### config.mk
export PLATFORM = sky130hd
export DESIGN_NAME = seq_divider_32b
export DESIGN_NICKNAME = d
export VERILOG_FILES = /design/src/rtl/seq_divider_32b_pkg.sv /design/src/rtl/seq_divider_32b_step.sv /design/src/rtl/seq_divider_32b.sv
export SDC_FILE = /design/constraint.sdc
export NUM_CORES = 1
export LEC_CHECK = 0
export ABC_AREA = 1
export CAP_MARGIN = 25
export CORE_MARGIN = 2
export CORE_UTILIZATION = 55
export DETAILED_ROUTE_END_ITERATION = 12
export HOLD_SLACK_MARGIN = 0.12
export PLACE_DENSITY = 0.77
export SLEW_MARGIN = 0
export SYNTH_ARGS = -nofsm -noshare
export SYNTH_HDL_FRONTEND = slang
export SYNTH_SLANG_ARGS = --single-unit
### constraint.sdc
create_clock -name clk -period 3.2 [get_ports clk]
set_input_delay 0.64 -clock clk [delete_from_list [all_inputs] [get_ports clk]]
set_output_delay 0.64 -clock clk [all_outputs]
set_load 0.02 [all_outputs]
### src/rtl/seq_divider_32b_pkg.sv
`default_nettype none
// ============================================================================
// Module  : seq_divider_32b_pkg
// Brief   : Shared ALU divider definitions (width, FSM encodings, /0 result).
// Rev     : 1.0  initial release
// ============================================================================
package seq_divider_32b_pkg;

  localparam int DIV_WIDTH = 32;

  localparam logic [1:0] ST_IDLE = 2'b00;
  localparam logic [1:0] ST_CALC = 2'b01;
  localparam logic [1:0] ST_DONE = 2'b10;

  localparam logic [31:0] DZ_QUOTIENT = 32'hFFFF_FFFF;

endpackage
`default_nettype wire

### src/rtl/seq_divider_32b_step.sv
`default_nettype none
// ============================================================================
// Module  : div_step_32b
// Brief   : One combinational restoring-division step (shift, trial subtract).
// Rev     : 1.0  initial release
// ============================================================================
module div_step_32b
  import seq_divider_32b_pkg::*;
#(
  parameter int WIDTH = DIV_WIDTH
) (
  input  logic [WIDTH-1:0] rem_in,
  input  logic             bit_in,
  input  logic [WIDTH-1:0] divisor,
  output logic [WIDTH-1:0] rem_out,
  output logic             quo_bit
);

  logic [WIDTH:0] shifted;
  logic [WIDTH:0] trial;

  // rem_in < divisor, so the shifted value fits WIDTH+1 bits and the trial
  // MSB is a clean borrow indicator.
  always_comb begin
    shifted = {rem_in, bit_in};
    trial   = shifted - {1'b0, divisor};
    quo_bit = ~trial[WIDTH];
    rem_out = quo_bit ? trial[WIDTH-1:0] : shifted[WIDTH-1:0];
  end

endmodule
`default_nettype wire

### src/rtl/seq_divider_32b.sv
`default_nettype none
// ============================================================================
// Module  : seq_divider_32b
// Brief   : Sequential 32-bit restoring divider, one quotient bit per clock.
//           Optional signed mode: define SEQ_DIVIDER_SIGNED_EN.
// Rev     : 1.0  initial release
// ============================================================================
module seq_divider_32b
  import seq_divider_32b_pkg::*;
#(
  parameter int WIDTH = DIV_WIDTH,
  parameter int CNT_W = 6
) (
  input  logic             clk,
  input  logic             rst_n,
  input  logic             start,
  input  logic [WIDTH-1:0] dividend,
  input  logic [WIDTH-1:0] divisor,
`ifdef SEQ_DIVIDER_SIGNED_EN
  input  logic             signed_op,
`endif
  output logic [WIDTH-1:0] quotient,
  output logic [WIDTH-1:0] remainder,
  output logic             busy,
  output logic             done,
  output logic             div_by_zero
);

  logic [1:0]       state_q, state_d;
  logic [WIDTH-1:0] rem_q, rem_d;
  logic [WIDTH-1:0] quo_q, quo_d;
  logic [WIDTH-1:0] dvs_q, dvs_d;
  logic [CNT_W-1:0] cnt_q, cnt_d;
  logic [WIDTH-1:0] quotient_q, quotient_d;
  logic [WIDTH-1:0] remainder_q, remainder_d;
  logic             dbz_q, dbz_d;

  logic             accept;
  logic             last_step;
  logic [WIDTH-1:0] step_rem;
  logic             step_bit;
  logic [WIDTH-1:0] step_quo;
  logic [WIDTH-1:0] mag_dividend;
  logic [WIDTH-1:0] mag_divisor;
  logic [WIDTH-1:0] fix_quo;
  logic [WIDTH-1:0] fix_rem;

  assign accept    = (state_q == ST_IDLE) && start;
  assign last_step = (cnt_q == CNT_W'(WIDTH - 1));
  assign step_quo  = {quo_q[WIDTH-2:0], step_bit};

  // quo_q starts as the dividend; its MSB feeds the step while quotient
  // bits shift in from the bottom.
  div_step_32b #(
    .WIDTH (WIDTH)
  ) u_step (
    .rem_in  (rem_q),
    .bit_in  (quo_q[WIDTH-1]),
    .divisor (dvs_q),
    .rem_out (step_rem),
    .quo_bit (step_bit)
  );

`ifdef SEQ_DIVIDER_SIGNED_EN
  logic neg_quo_q, neg_quo_d;
  logic neg_rem_q, neg_rem_d;

  always_comb begin
    mag_dividend = (signed_op && dividend[WIDTH-1]) ? -dividend : dividend;
    mag_divisor  = (signed_op && divisor[WIDTH-1])  ? -divisor  : divisor;
    neg_quo_d    = neg_quo_q;
    neg_rem_d    = neg_rem_q;
    if (accept) begin
      neg_quo_d = signed_op && (dividend[WIDTH-1] ^ divisor[WIDTH-1]);
      neg_rem_d = signed_op && dividend[WIDTH-1];
    end
    fix_quo = neg_quo_q ? -step_quo : step_quo;
    fix_rem = neg_rem_q ? -step_rem : step_rem;
  end

  always_ff @(posedge clk) begin
    if (!rst_n) begin
      neg_quo_q <= 1'b0;
      neg_rem_q <= 1'b0;
    end else begin
      neg_quo_q <= neg_quo_d;
      neg_rem_q <= neg_rem_d;
    end
  end
`else
  always_comb begin
    mag_dividend = dividend;
    mag_divisor  = divisor;
    fix_quo      = step_quo;
    fix_rem      = step_rem;
  end
`endif

  // State register
  always_ff @(posedge clk) begin
    if (!rst_n) begin
      state_q <= ST_IDLE;
    end else begin
      state_q <= state_d;
    end
  end

  // Next-state logic
  always_comb begin
    state_d = state_q;
    case (state_q)
      ST_IDLE: if (start) state_d = (divisor == '0) ? ST_DONE : ST_CALC;
      ST_CALC: if (last_step) state_d = ST_DONE;
      ST_DONE: state_d = ST_IDLE;
      default: state_d = ST_IDLE;
    endcase
  end

  // FSM outputs
  always_comb begin
    busy = (state_q != ST_IDLE);
    done = (state_q == ST_DONE);
  end

  // Datapath next values; result registers move only when entering DONE.
  always_comb begin
    rem_d       = rem_q;
    quo_d       = quo_q;
    dvs_d       = dvs_q;
    cnt_d       = cnt_q;
    quotient_d  = quotient_q;
    remainder_d = remainder_q;
    dbz_d       = dbz_q;
    if (accept) begin
      rem_d = '0;
      quo_d = mag_dividend;
      dvs_d = mag_divisor;
      cnt_d = '0;
      dbz_d = 1'b0;
      if (divisor == '0) begin
        quotient_d  = DZ_QUOTIENT;
        remainder_d = dividend;
        dbz_d       = 1'b1;
      end
    end else if (state_q == ST_CALC) begin
      rem_d = step_rem;
      quo_d = step_quo;
      cnt_d = cnt_q + CNT_W'(1);
      if (last_step) begin
        quotient_d  = fix_quo;
        remainder_d = fix_rem;
      end
    end
  end

  always_ff @(posedge clk) begin
    if (!rst_n) begin
      rem_q       <= '0;
      quo_q       <= '0;
      dvs_q       <= '0;
      cnt_q       <= '0;
      quotient_q  <= '0;
      remainder_q <= '0;
      dbz_q       <= 1'b0;
    end else begin
      rem_q       <= rem_d;
      quo_q       <= quo_d;
      dvs_q       <= dvs_d;
      cnt_q       <= cnt_d;
      quotient_q  <= quotient_d;
      remainder_q <= remainder_d;
      dbz_q       <= dbz_d;
    end
  end

  assign quotient    = quotient_q;
  assign remainder   = remainder_q;
  assign div_by_zero = dbz_q;

endmodule
`default_nettype wire
# [After elaboration in Yosys (flattened, before gate mapping)]
# Cells that the tools add are included.
[word_totals] regBits=169 inputBits=67 output_inout_bits=67
[classes] add_sub_neg=2 eq_ne=6 mux=16 n_bitwise=2 n_reduce_logical=9
[ops] op="2-to-1 mux 32 bit" count=11
[ops] op="subtractor 33 x 32 -> 33 bit" count=1
[ops] op="zero test 32 bit" count=1
[ops] op="adder 6 x 1 -> 6 bit (second input constant)" count=1
[ops] op="equality test 6 x 5 -> 1 bit (second input constant)" count=1
[ops] op="2-to-1 mux 2 bit" count=3
[ops] op="nonzero test 2 bit" count=3
[ops] op="!= test 2 bit (second input constant)" count=2
[ops] op="case mux 2 bit (2 select lines)" count=1
[ops] op="AND reduction 3 bit" count=1
[ops] op="equality test 2 x 1 -> 1 bit (second input constant)" count=1
[ops] op="equality test 2 bit (second input constant)" count=1
[ops] op="zero test 2 bit" count=1
[ops] op="!= test 2 x 1 -> 1 bit (second input constant)" count=1
[ops] op="NOT 1 bit" count=2
[ops] op="AND reduction 2 bit" count=1
[ops] op="OR reduction 2 bit" count=1
[ops] op="logical AND 1 bit" count=1
[ops] op="2-to-1 mux 1 bit" count=1

# [Longest topological paths before layout]
[logic_depth] depth_word=5 depth_mapped=20 mapped_depth_nobuf=19

# [By module]
# From an unflattened synthesis, not the netlist that was laid out.
[hier_totals] hier_cells=1634 area_unflattened_um2=10094.7
[modules_own_cells] mod="seq_divider_32b" n_inst=1 cells_each=954 area_per_inst_um2=6944.2 seq_area_each_um2=3383.2
[modules_own_cells] mod="div_step_32b" n_inst=1 cells_each=680 area_per_inst_um2=3150.5 seq_area_each_um2=0.0

# [Least setup slack after synthesis]
# Ideal clock, no wire load.
[synth_path] kind="reg-to-reg" startpoint="register quo_q[31]" endpoint="register rem_q[25]" setup_ns=0.115 arrival_ns=2.097 required_ns=3.085 slack_ns=0.988 stages_incl_launch_ff=19 path_buffers=1 cell_sequence="dfxtp_1 inv_1 ha_1 fa_1 inv_1 nand2_1 nand2_1 nand3_1 nand2_2 nand2_1 nand2_2 nand2_2 nand3_1 nand2_4 buf_8 nand2_2 nand2_2 o21ai_0 inv_1"
[synth_via] elab_chain_len=2
[synth_rtl] item="start, declared" line="seq_divider_32b.sv:31" source="logic [WIDTH-1:0] quo_q, quo_d;"
[synth_rtl] item="start signal, assigned" line="seq_divider_32b.sv:167" source="quo_q <= quo_d;"
[synth_rtl] item="subtractor 33 x 32 -> 33 bit" line="seq_divider_32b_step.sv:26" source="trial = shifted - {1'b0, divisor};"
[synth_rtl] item="2-to-1 mux 32 bit" line="seq_divider_32b_step.sv:28" source="rem_out = quo_bit ? trial[WIDTH-1:0] : shifted[WIDTH-1:0];"
[synth_rtl] item="end signal, assigned" line="seq_divider_32b.sv:166" source="rem_q <= rem_d;"
[synth_rtl] item="end, declared" line="seq_divider_32b.sv:30" source="logic [WIDTH-1:0] rem_q, rem_d;"
# Every way passes these cells.
# A chain may end at the register's enable or synchronous reset.

# [Worst setup path in the final report]
[layout_path] startpoint="register quo_q[31]" endpoint="register rem_q[22]"
# The elaborated chain is that of the path after synthesis.

==> flow_metrics.tcl <==
set metrics [dict create \
    drive_above_1_share_pct 6.03 \
    clock_latency_ns 0.43 \
    ys.flop_type "dfxtp_1" \
    drtPass1Iterations 7 \
    cap_violations 0 \
    final_max_slew_viol_count 0 \
    p_per_area_nw_per_um2 524 \
    hold_path.class "flop to flop" \
    synth-seq-cells 169 \
    placedCellCount 1906 \
    cts_max_path_buffers 2 \
    worst_pin_slew_ns 0.686 \
    holdWs_ns 0.460 \
    diodes 0 \
    post_cts_resize_count 0 \
    start_util_pct 56.1 \
    grt_use_total_pct 28.8 \
    setup_viol 0 \
    async_flop_share_pct 0 \
    ant_nets 0 \
    vias_per_cell 5.19 \
    avgSynthCellArea_um2 6.29 \
    fin_tns_setup_ns 0 \
    postCtsSetupBuffers 0 \
    max_slew_margin_pct 53.9 \
    critPathMaxFanout 33 \
    cts.sinks 169 \
    leakage_nw 6.04 \
    die_h_um 139 \
    hold_viol 0 \
    clock.fmax_ghz 0.359 \
    synth_edf_count 0 \
    first_iter_violations 843 \
    io_buffers 133 \
    postSynthCellCount 1596 \
    outcome "finished clean" \
    cts_tree "built" \
    syn-num-nets 1697 \
    crit_required_ns 3.53 \
    grt_pass1_vias 9323 \
    path_class "flop to flop" \
    row_count 49 \
    multi_input_area_um2 5330 \
    fin_skew_ns 0.00755 \
    htree_levels 4 \
    fill_cells 1685 \
    clockRootBuffer "clkbuf_16" \
    ctsHoldBuffers 0 \
    rsz0062_at_grt "false" \
    vias 10100 \
    dp.final_hpwl_um 20600 \
    routed_wl_um 27800 \
    min_period_ns 2.79 \
    synth_seq_area_share_pct 33.7 \
    yosysWarnings 0 \
    design.die.area_um2 19300 \
    yosysUniqueCellTypes 37 \
    fin_cells 1937 \
    post-route-drc-count 0 \
    min_period_over_period_pct 87.1 \
    final_core_util_pct 67.4 \
    seqCellArea_um2 3380 \
    grt_first_pass_wirelength_um 45600 \
    core_um2 17900 \
    syn-cell-area_um2 10000 \
    clkTransAtPathRegs_ns 0.07 \
    num_io_pins 134 \
    numCtsBuffers 17 \
    cp-end-kind "flop" \
    die_w_um 139 \
    vdd_drop_max_mv 0.403 \
    antenna_found_initial 0 \
    overflow 0 \
    grt_max_degree 77 \
    finalNetCount 1797 \
    syn2layout_area_growth_pct 20.2 \
    wl_per_cell_um 14.4 \
    start_kind "flop" \
    power_w 0.00632 \
    place.gp.congestion 0.955 \
    crit_arrival_ns 3.11 \
]
critical path: stages (launching register included):
cell	delay, ns
dfxtp_1	0.33
inv_1	0.09
ha_1	0.22
fa_1	0.42
inv_1	0.13
nand2_1	0.07
nand2_1	0.10
nand3_1	0.09
nand2_2	0.12
nand2_1	0.07
nand2_2	0.09
nand2_2	0.08
nand2_2	0.09
nand2_2	0.06
nand2_4	0.32
nand2_1	0.14
nand2_1	0.09
nand2_1	0.06
nand2_1	0.07
inv_1	0.04
per-layer routing:
metal / track usage [%] / part of all wire [%] / vias up / wire [µm]
met2: 48.0 / 48 / 321 / 13200
met1: 37.7 / 44 / 4517 / 12100
met3: 4.83 / 5.7 / 59 / 1590
met5: 0 / 0 / - / 0
met4: 10.4 / 3.1 / 0 / 858
li1: - / - / 5160 / -
area by class of cell:
cell class	count	share of cell area (%)
multi-input combinational	1089	44.2
sequential	169	28.1
timing repair buffer	148	12.2
inverter	271	8.44
clock buffer	17	3.53
tap	229	2.38
clock inverter	14	1.27
cell usage after synthesis (6+ instances only):
cell type	instances	area, µm²
inv_1	262	983
buf_1	7	26.3
nand2_2	29	181
nor3_1	10	50.1
inv_2	8	30.0
xnor2_1	13	114
nand3b_1	33	248
nor4_1	8	50.1
o21ai_0	70	350
o21bai_1	25	188
a31oi_1	28	175
nor2_1	73	274
nand3_1	58	290
nand2_1	545	2050
buf_2	9	45.0
nand4_1	10	62.6
a21oi_1	121	606
dfxtp_1	169	3380
and2_1	6	37.5
ha_1	33	413
clkbuf_1	44	165
final timing paths:
path | startpoint | end | slack, ns | cells past startpoint
min reg2reg | dvs_q[28]$_SDFFE_PN0P_ | dvs_q[28]$_SDFFE_PN0P_ | 0.46 | 2
max reg2reg | quo_q[31]$_SDFFE_PN0P_ | rem_q[22]$_SDFFE_PP0P_ | 0.41 | 19
min | dvs_q[28]$_SDFFE_PN0P_ | dvs_q[28]$_SDFFE_PN0P_ | 0.46 | 2
max | quo_q[31]$_SDFFE_PN0P_ | rem_q[22]$_SDFFE_PP0P_ | 0.41 | 19
kinds of logic (layout without fill, tap and decap cells):
logic type      Yosys count  count (layout)  synth area share [%]
flops                   169             169                  33.7
xor+xnor                 17              17                  1.48
simple gates            783             783                  33.3
compound gates          255             255                  13.9
fa+ha+maj                34              34                  4.31
buf+inv                 338             450                  13.3
state kept, by name (all words and copies together), names as in the netlist:
signal / count
dvs_q: 32
state_q: 2
rem_q: 32
cnt_q: 6
div_by_zero: 1
remainder: 32
quotient: 32
quo_q: 32
cell usage in the layout, fill, tap and decap left out, types with 17 or more instances in the layout:
cell type,instances
inv_1,260
nand3b_1,33
ha_1,33
clkdlybuf4s50_1,133
o21bai_1,25
clkbuf_16,17
nand2_1,543
a21oi_1,121
nand2_2,31
nand3_1,58
o21ai_0,70
nor2_1,71
a31oi_1,28
dfxtp_1,169
metrics by stage:
stage	area, µm²	worst slack [ns]
after floorplan	10000	0.988
after global placement	11500	0.0856
after detailed placement	11500	0.0228
after CTS	12100	0.435
after global routing	12100	0.149
final	12100	0.413
power by group:
| part | switching, W | leakage (nW) | internal, W |
|---|---|---|---|
| sequential | 0.0000673 | 1.38 | 0.00221 |
| combinational | 0.00134 | 4.38 | 0.000667 |
| clock | 0.000998 | 0.285 | 0.00104 |
| total | 0.00241 | 6.04 | 0.00392 |
Power figures use the tool's default switching activity.
